## config.mk

```make
export PLATFORM = sky130hd
export DESIGN_NAME = div_unit
export DESIGN_NICKNAME = d
export VERILOG_FILES = /design/src/rtl/div_unit.sv
export SDC_FILE = /design/constraint.sdc
export NUM_CORES = 1
export LEC_CHECK = 0
export ABC_AREA = 0
export BUFFER_PORTS_ARGS = -buffer_cell sky130_fd_sc_hd__buf_2
export CORE_MARGIN = 1
export CORE_UTILIZATION = 38
export CTS_CLUSTER_DIAMETER = 120
export DETAILED_ROUTE_END_ITERATION = 7
export GPL_TIMING_DRIVEN = 0
export PLACE_DENSITY = 0.55
export SETUP_SLACK_MARGIN = 0.2
export SLEW_MARGIN = 30
export SYNTH_ARGS = -nofsm -noshare
export SYNTH_HDL_FRONTEND = slang
export SYNTH_SLANG_ARGS = --single-unit
```

## constraint.sdc

```tcl
create_clock -name clk -period 7.45 [get_ports clk]
set_input_delay 2.235 -clock clk [delete_from_list [all_inputs] [get_ports clk]]
set_output_delay 2.235 -clock clk [all_outputs]
set_load 0.005 [all_outputs]
```

## src/rtl/div_unit.sv

```systemverilog
// Iterative 32-bit integer divider: DIV/DIVU/REM/REMU with one quotient bit per cycle.
// Divide-by-zero and signed overflow skip the iteration and complete in one cycle.
module div_unit (
  input  logic        clk,
  input  logic        rst,
  input  logic        start,
  input  logic [1:0]  op,
  input  logic [31:0] rs1,
  input  logic [31:0] rs2,
  input  logic [4:0]  rd,
  output logic        busy,
  output logic        done,
  output logic [31:0] result,
  output logic        w_en,
  output logic [4:0]  w_addr
);

  // state | meaning
  // IDLE  | waiting for start; operands latched on accept
  // CALC  | 32 restoring shift-subtract iterations
  // DONE  | one-cycle result/write pulse
  typedef enum logic [1:0] {IDLE, CALC, DONE} state_t;

  state_t      state_q;
  logic [4:0]  cnt_q;
  logic [31:0] quo_q;
  logic [31:0] rem_q;
  logic [31:0] dvs_q;
  logic        sel_rem_q;
  logic        neg_q;
  logic [4:0]  rd_q;

  logic        sgn;
  logic [31:0] a_mag;
  logic [31:0] b_mag;
  logic        neg_in;
  logic        div0;
  logic        ovf;
  logic [31:0] special_res;
  logic [32:0] rem_sh;
  logic [32:0] diff;
  logic [31:0] rem_nx;
  logic [31:0] quo_nx;
  logic [31:0] mag_res;
  logic [31:0] final_res;

  always_comb begin
    sgn         = ~op[0];
    a_mag       = (sgn && rs1[31]) ? -rs1 : rs1;
    b_mag       = (sgn && rs2[31]) ? -rs2 : rs2;
    // remainder follows the dividend sign, quotient follows the sign XOR
    neg_in      = op[1] ? (sgn & rs1[31]) : (sgn & (rs1[31] ^ rs2[31]));
    div0        = (rs2 == 32'd0);
    ovf         = sgn && (rs1 == 32'h8000_0000) && (rs2 == 32'hFFFF_FFFF);
    if (div0) special_res = op[1] ? rs1 : 32'hFFFF_FFFF;
    else      special_res = op[1] ? 32'd0 : 32'h8000_0000;

    rem_sh      = {rem_q, quo_q[31]};
    diff        = rem_sh - {1'b0, dvs_q};
    rem_nx      = diff[32] ? rem_sh[31:0] : diff[31:0];
    quo_nx      = {quo_q[30:0], ~diff[32]};
    mag_res     = sel_rem_q ? rem_nx : quo_nx;
    final_res   = neg_q ? -mag_res : mag_res;
  end

  always_ff @(posedge clk) begin
    if (rst) begin
      state_q   <= IDLE;
      cnt_q     <= 5'd0;
      quo_q     <= 32'd0;
      rem_q     <= 32'd0;
      dvs_q     <= 32'd0;
      sel_rem_q <= 1'b0;
      neg_q     <= 1'b0;
      rd_q      <= 5'd0;
      busy      <= 1'b0;
      done      <= 1'b0;
      w_en      <= 1'b0;
      result    <= 32'd0;
      w_addr    <= 5'd0;
    end else begin
      case (state_q)
        IDLE: begin
          done <= 1'b0;
          w_en <= 1'b0;
          if (start) begin
            busy <= 1'b1;
            rd_q <= rd;
            if (div0 || ovf) begin
              state_q <= DONE;
              done    <= 1'b1;
              w_en    <= (rd != 5'd0);
              w_addr  <= rd;
              result  <= special_res;
            end else begin
              state_q   <= CALC;
              quo_q     <= a_mag;
              rem_q     <= 32'd0;
              dvs_q     <= b_mag;
              sel_rem_q <= op[1];
              neg_q     <= neg_in;
              cnt_q     <= 5'd31;
            end
          end
        end
        CALC: begin
          quo_q <= quo_nx;
          rem_q <= rem_nx;
          if (cnt_q == 5'd0) begin
            state_q <= DONE;
            done    <= 1'b1;
            w_en    <= (rd_q != 5'd0);
            w_addr  <= rd_q;
            result  <= final_res;
          end else begin
            cnt_q <= cnt_q - 5'd1;
          end
        end
        DONE: begin
          state_q <= IDLE;
          busy    <= 1'b0;
          done    <= 1'b0;
          w_en    <= 1'b0;
        end
        default: begin
          state_q <= IDLE;
          busy    <= 1'b0;
          done    <= 1'b0;
          w_en    <= 1'b0;
        end
      endcase
    end
  end

endmodule

```

==> summary.md <==
| Metric | Value |
|---|---|
| Synth area leader | dfxtp_1 |
| Cells after DPL | 2,060 |
| Post-Syn Area per Cell | 7.329 um^2 |
| Skew-Pair Late Insertion Delay | 0.45 ns |
| Failing checks | DRC |
| Initial antenna violation count | 0 |
| Synth Register Bits | 150 |
| Setup repair bufs after CTS | 0 |
| Total GRT Usage | 29.42% |
| WP buf/inv | 4 |
| Worst-path clk slew | 0.07 ns |
| Core Rows | 63 |
| First-pass GRT wire length | between 60,000 and 70,000 um |
| Crit path cell chain | inv_1, ha_1, inv_1, fa_1, a211oi_2, o21a_4, a211o_4, a21oi_4, nor2_1, nor2_1, buf_2, buf_2, mux2i_1, nor2_1, a21oi_1, ha_1, o21ai_0, a31oi_1, nand4b_1, o311ai_0, o41ai_1, a21oi_1, nor2_1 |
| Syn Inst Count | 1,559 |
| Slew headroom | 30.26% |
| CTS tree | yes |
| Period utilization | about nine tenths |
| Tmin final | 6.631 ns |
| Multi-input gate area | 7767 um^2 |
| CTS Sinks | 150 |
| H-tree depth | 4 |
| Async set-reset flop share out of synthesis | 0% |
| Initial Utilization | between 30 and 40% |
| Synth area leaders | dfxtp_1, nor2_1, a21oi_1 |
| Antenna Cells | 0 |
| Synth top area share | between 20% and 30% |
| Post-CTS sizing | 0 |
| Hold slack | 0.4529 ns |
| CP endpoint kind | flop |
| Total power draw | 3.020 mW |
| Port Buf Inserts | 111 |
| Nets | approximately 1,800 |
| CP Launch Type | flop |
| Final Util | 43.92% |
| Max-cap violation count | 0 |
| Post-DRT Antenna Nets | 0 |
| Worst vdd ir | ~0.00016 V |
| Max incr delay on CP | 0.58 ns |
| Total grt overflow | 0 |
| Overall die width | 175.4 um |
| Fin cells | between 2,000 and 2,500 |
| Placed Instance Area | approximately 12,000 um^2 |
| Most frequent cells in the layout | nor2_1, nand2_1, dfxtp_1 |
| CP most frequent cell | nor2_1 |
| Fin. max-slew vios | 0 |
| Post-CTS Hold Buffers | 0 |
| Fill count | around 3,200 |
| Netlist Area Pre-Place | 11,430 um^2 |
| Storage element area | between 3000 and 4000 um^2 |
| Chip height | roughly 180 um |
| Final instance area | 13,020 um^2 |
| Share of cells above drive strength 1 | about an eighth |
| Pwr dens | around 230 nW/um^2 |
| DP HPWL | approximately 36,000 um |
| CP Class | flop to flop |
| TritonCTS buffer count | 17 |
| Hold Vio Cnt, Final | 0 |
| Synth cell types | 86 |
| Via Count | 12,730 |
| Unrepaired setup endpoints after global routing | no |
| DRT Wirelength | 45,680 um |
| CTS root buffer | clkbuf_16 |
| Worst-Margin Slew | 1.046 ns |
| DR WL/cell | 21.84 um |
| Fmax | roughly 150 MHz |
| Synth Flop Type | dfxtp_1 |
| Top Family by Delay on Critical Path | compound AO/OA/AOI/OAI gates |
| IO Count | 114 |
| Commonest non-fill, non-tap cell in the layout | nor2_1 |
| Status | finished with violations |
| Core region area | 29,640 um^2 |
| Clk_skew | 0.01137 ns |
| Fin Setup TNS | 0 ns |
| Required @ worst endpoint | 7.79 ns |
| Min-Delay Path Class | flop to flop |
| Largest net degree at the start of global routing | 17 |
| CP arrival | 6.97 ns |
| Die Footprint | roughly 31,000 um^2 |
| Register area share after synthesis | 26.28% |
| Vias/cell | 6.087 |
| Static leakage | 4.882 nW |
| Final setup violation count | 0 |
| GPL Wtd Cong | 0.9538 |
| Vias in the first global route | 11,880 |
| Max clock buf depth | 2 |
| Crit-path slowest cell | dfxtp_1 |
| First-pass detailed-route iteration total | 8 |
| Synth Net Count | 1,672 |
| # DRC | 11 |
| DRT iter0 DRCs | 1,675 |
| DP Worst Slack | 1.102 ns |
| Area delta synth->final | 13.92% |
| Final WS setup | 0.8186 ns |
| Max FO, Critical Path | 10 |
| Post-synth EDFFs | 0 |
| Synth warn | 0 |
cell type report:
cell class | instances | area share, %
multi-input combinational | 1248 | 59.68
sequential | 150 | 23.07
timing repair buffer | 111 | 4.268
tap | 390 | 3.749
buffer | 108 | 3.605
clock buffer | 18 | 3.297
inverter | 53 | 1.528
clock inverter | 14 | 0.8075
routing by layer:
layer / up-vias / routed length (um) / GRT usage, %
met3: 86 / 3425 / 4.697
met1: 6071 / 20480 / 40.03
met2: 554 / 20500 / 46.94
met5: - / 34 / 0
met4: 2 / 1244 / 10.22
li1: 6021 / - / -
Yosys cell counts, types with 8 or more instances:
master and number:
nand3_1 26, dfxtp_1 150, nand4_1 21, ha_1 38, o21a_1 10, o41ai_1 15
o211ai_1 15, and3_1 8, xor2_1 49, nand2_1 151, or2_2 13, a222oi_1 30
buf_2 16, nor4_1 27, o21ai_0 115, a211oi_1 37, inv_1 53, nor3_1 41
mux2i_1 15, o31ai_1 16, a31oi_1 26, clkbuf_1 82, a21oi_1 122, nor2_1 204
nand2b_1 17, xnor2_1 53, or4_1 9, a22oi_1 12, a311oi_1 16, nor2b_1 13
or3_1 18
flip-flops by register name (all words and copies together) (netlist names):
signal / count
dvs_q: 32
rem_q: 32
cnt_q: 5
result: 32
w_addr: 5
neg_q: 1
state_q: 2
rd_q: 5
busy: 1
sel_rem_q: 1
quo_q: 32
done: 1
w_en: 1
worst paths after layout:
path                            slack [ns]       from         end  cells past startpoint
worst min-delay path                  0.45  dvs_q[18]   dvs_q[18]                      2
worst max-delay path                  0.82  quo_q[31]  result[26]                     23
worst min register to register        0.45  dvs_q[18]   dvs_q[18]                      2
worst max register to register        0.82  quo_q[31]  result[26]                     23
logic make-up after synthesis:
family,share of synthesized area [%]
buffers and inverters,5.848
xor gates and xnor gates,7.819
and+or+nand+nor,24.51
adders and majority gates,4.336
AOI/OAI and AO/OA,29.11
DFF,26.28
muxes,2.102
power breakdown:
| group | total (mW) | internal, mW | switching (mW) |
|---|---|---|---|
| logic | 1.26 | 0.431 | 0.825 |
| registers | 0.935 | 0.869 | 0.0657 |
| clock network | 0.828 | 0.428 | 0.400 |
| total | 3.02 | 1.73 | 1.29 |
worst reg2reg max path, delay by kind of cell, from the launching register on:
| kind | cells | cell delay [ns] |
|---|---|---|
| buffers and inverters | 4 | 0.89 |
| DFF | 1 | 0.58 |
| AOI/OAI and AO/OA | 10 | 2.66 |
| and+or+nand+nor | 5 | 1.35 |
| muxes | 1 | 0.37 |
| adders and majority gates | 3 | 0.65 |
(Power assumes the default switching activity.)
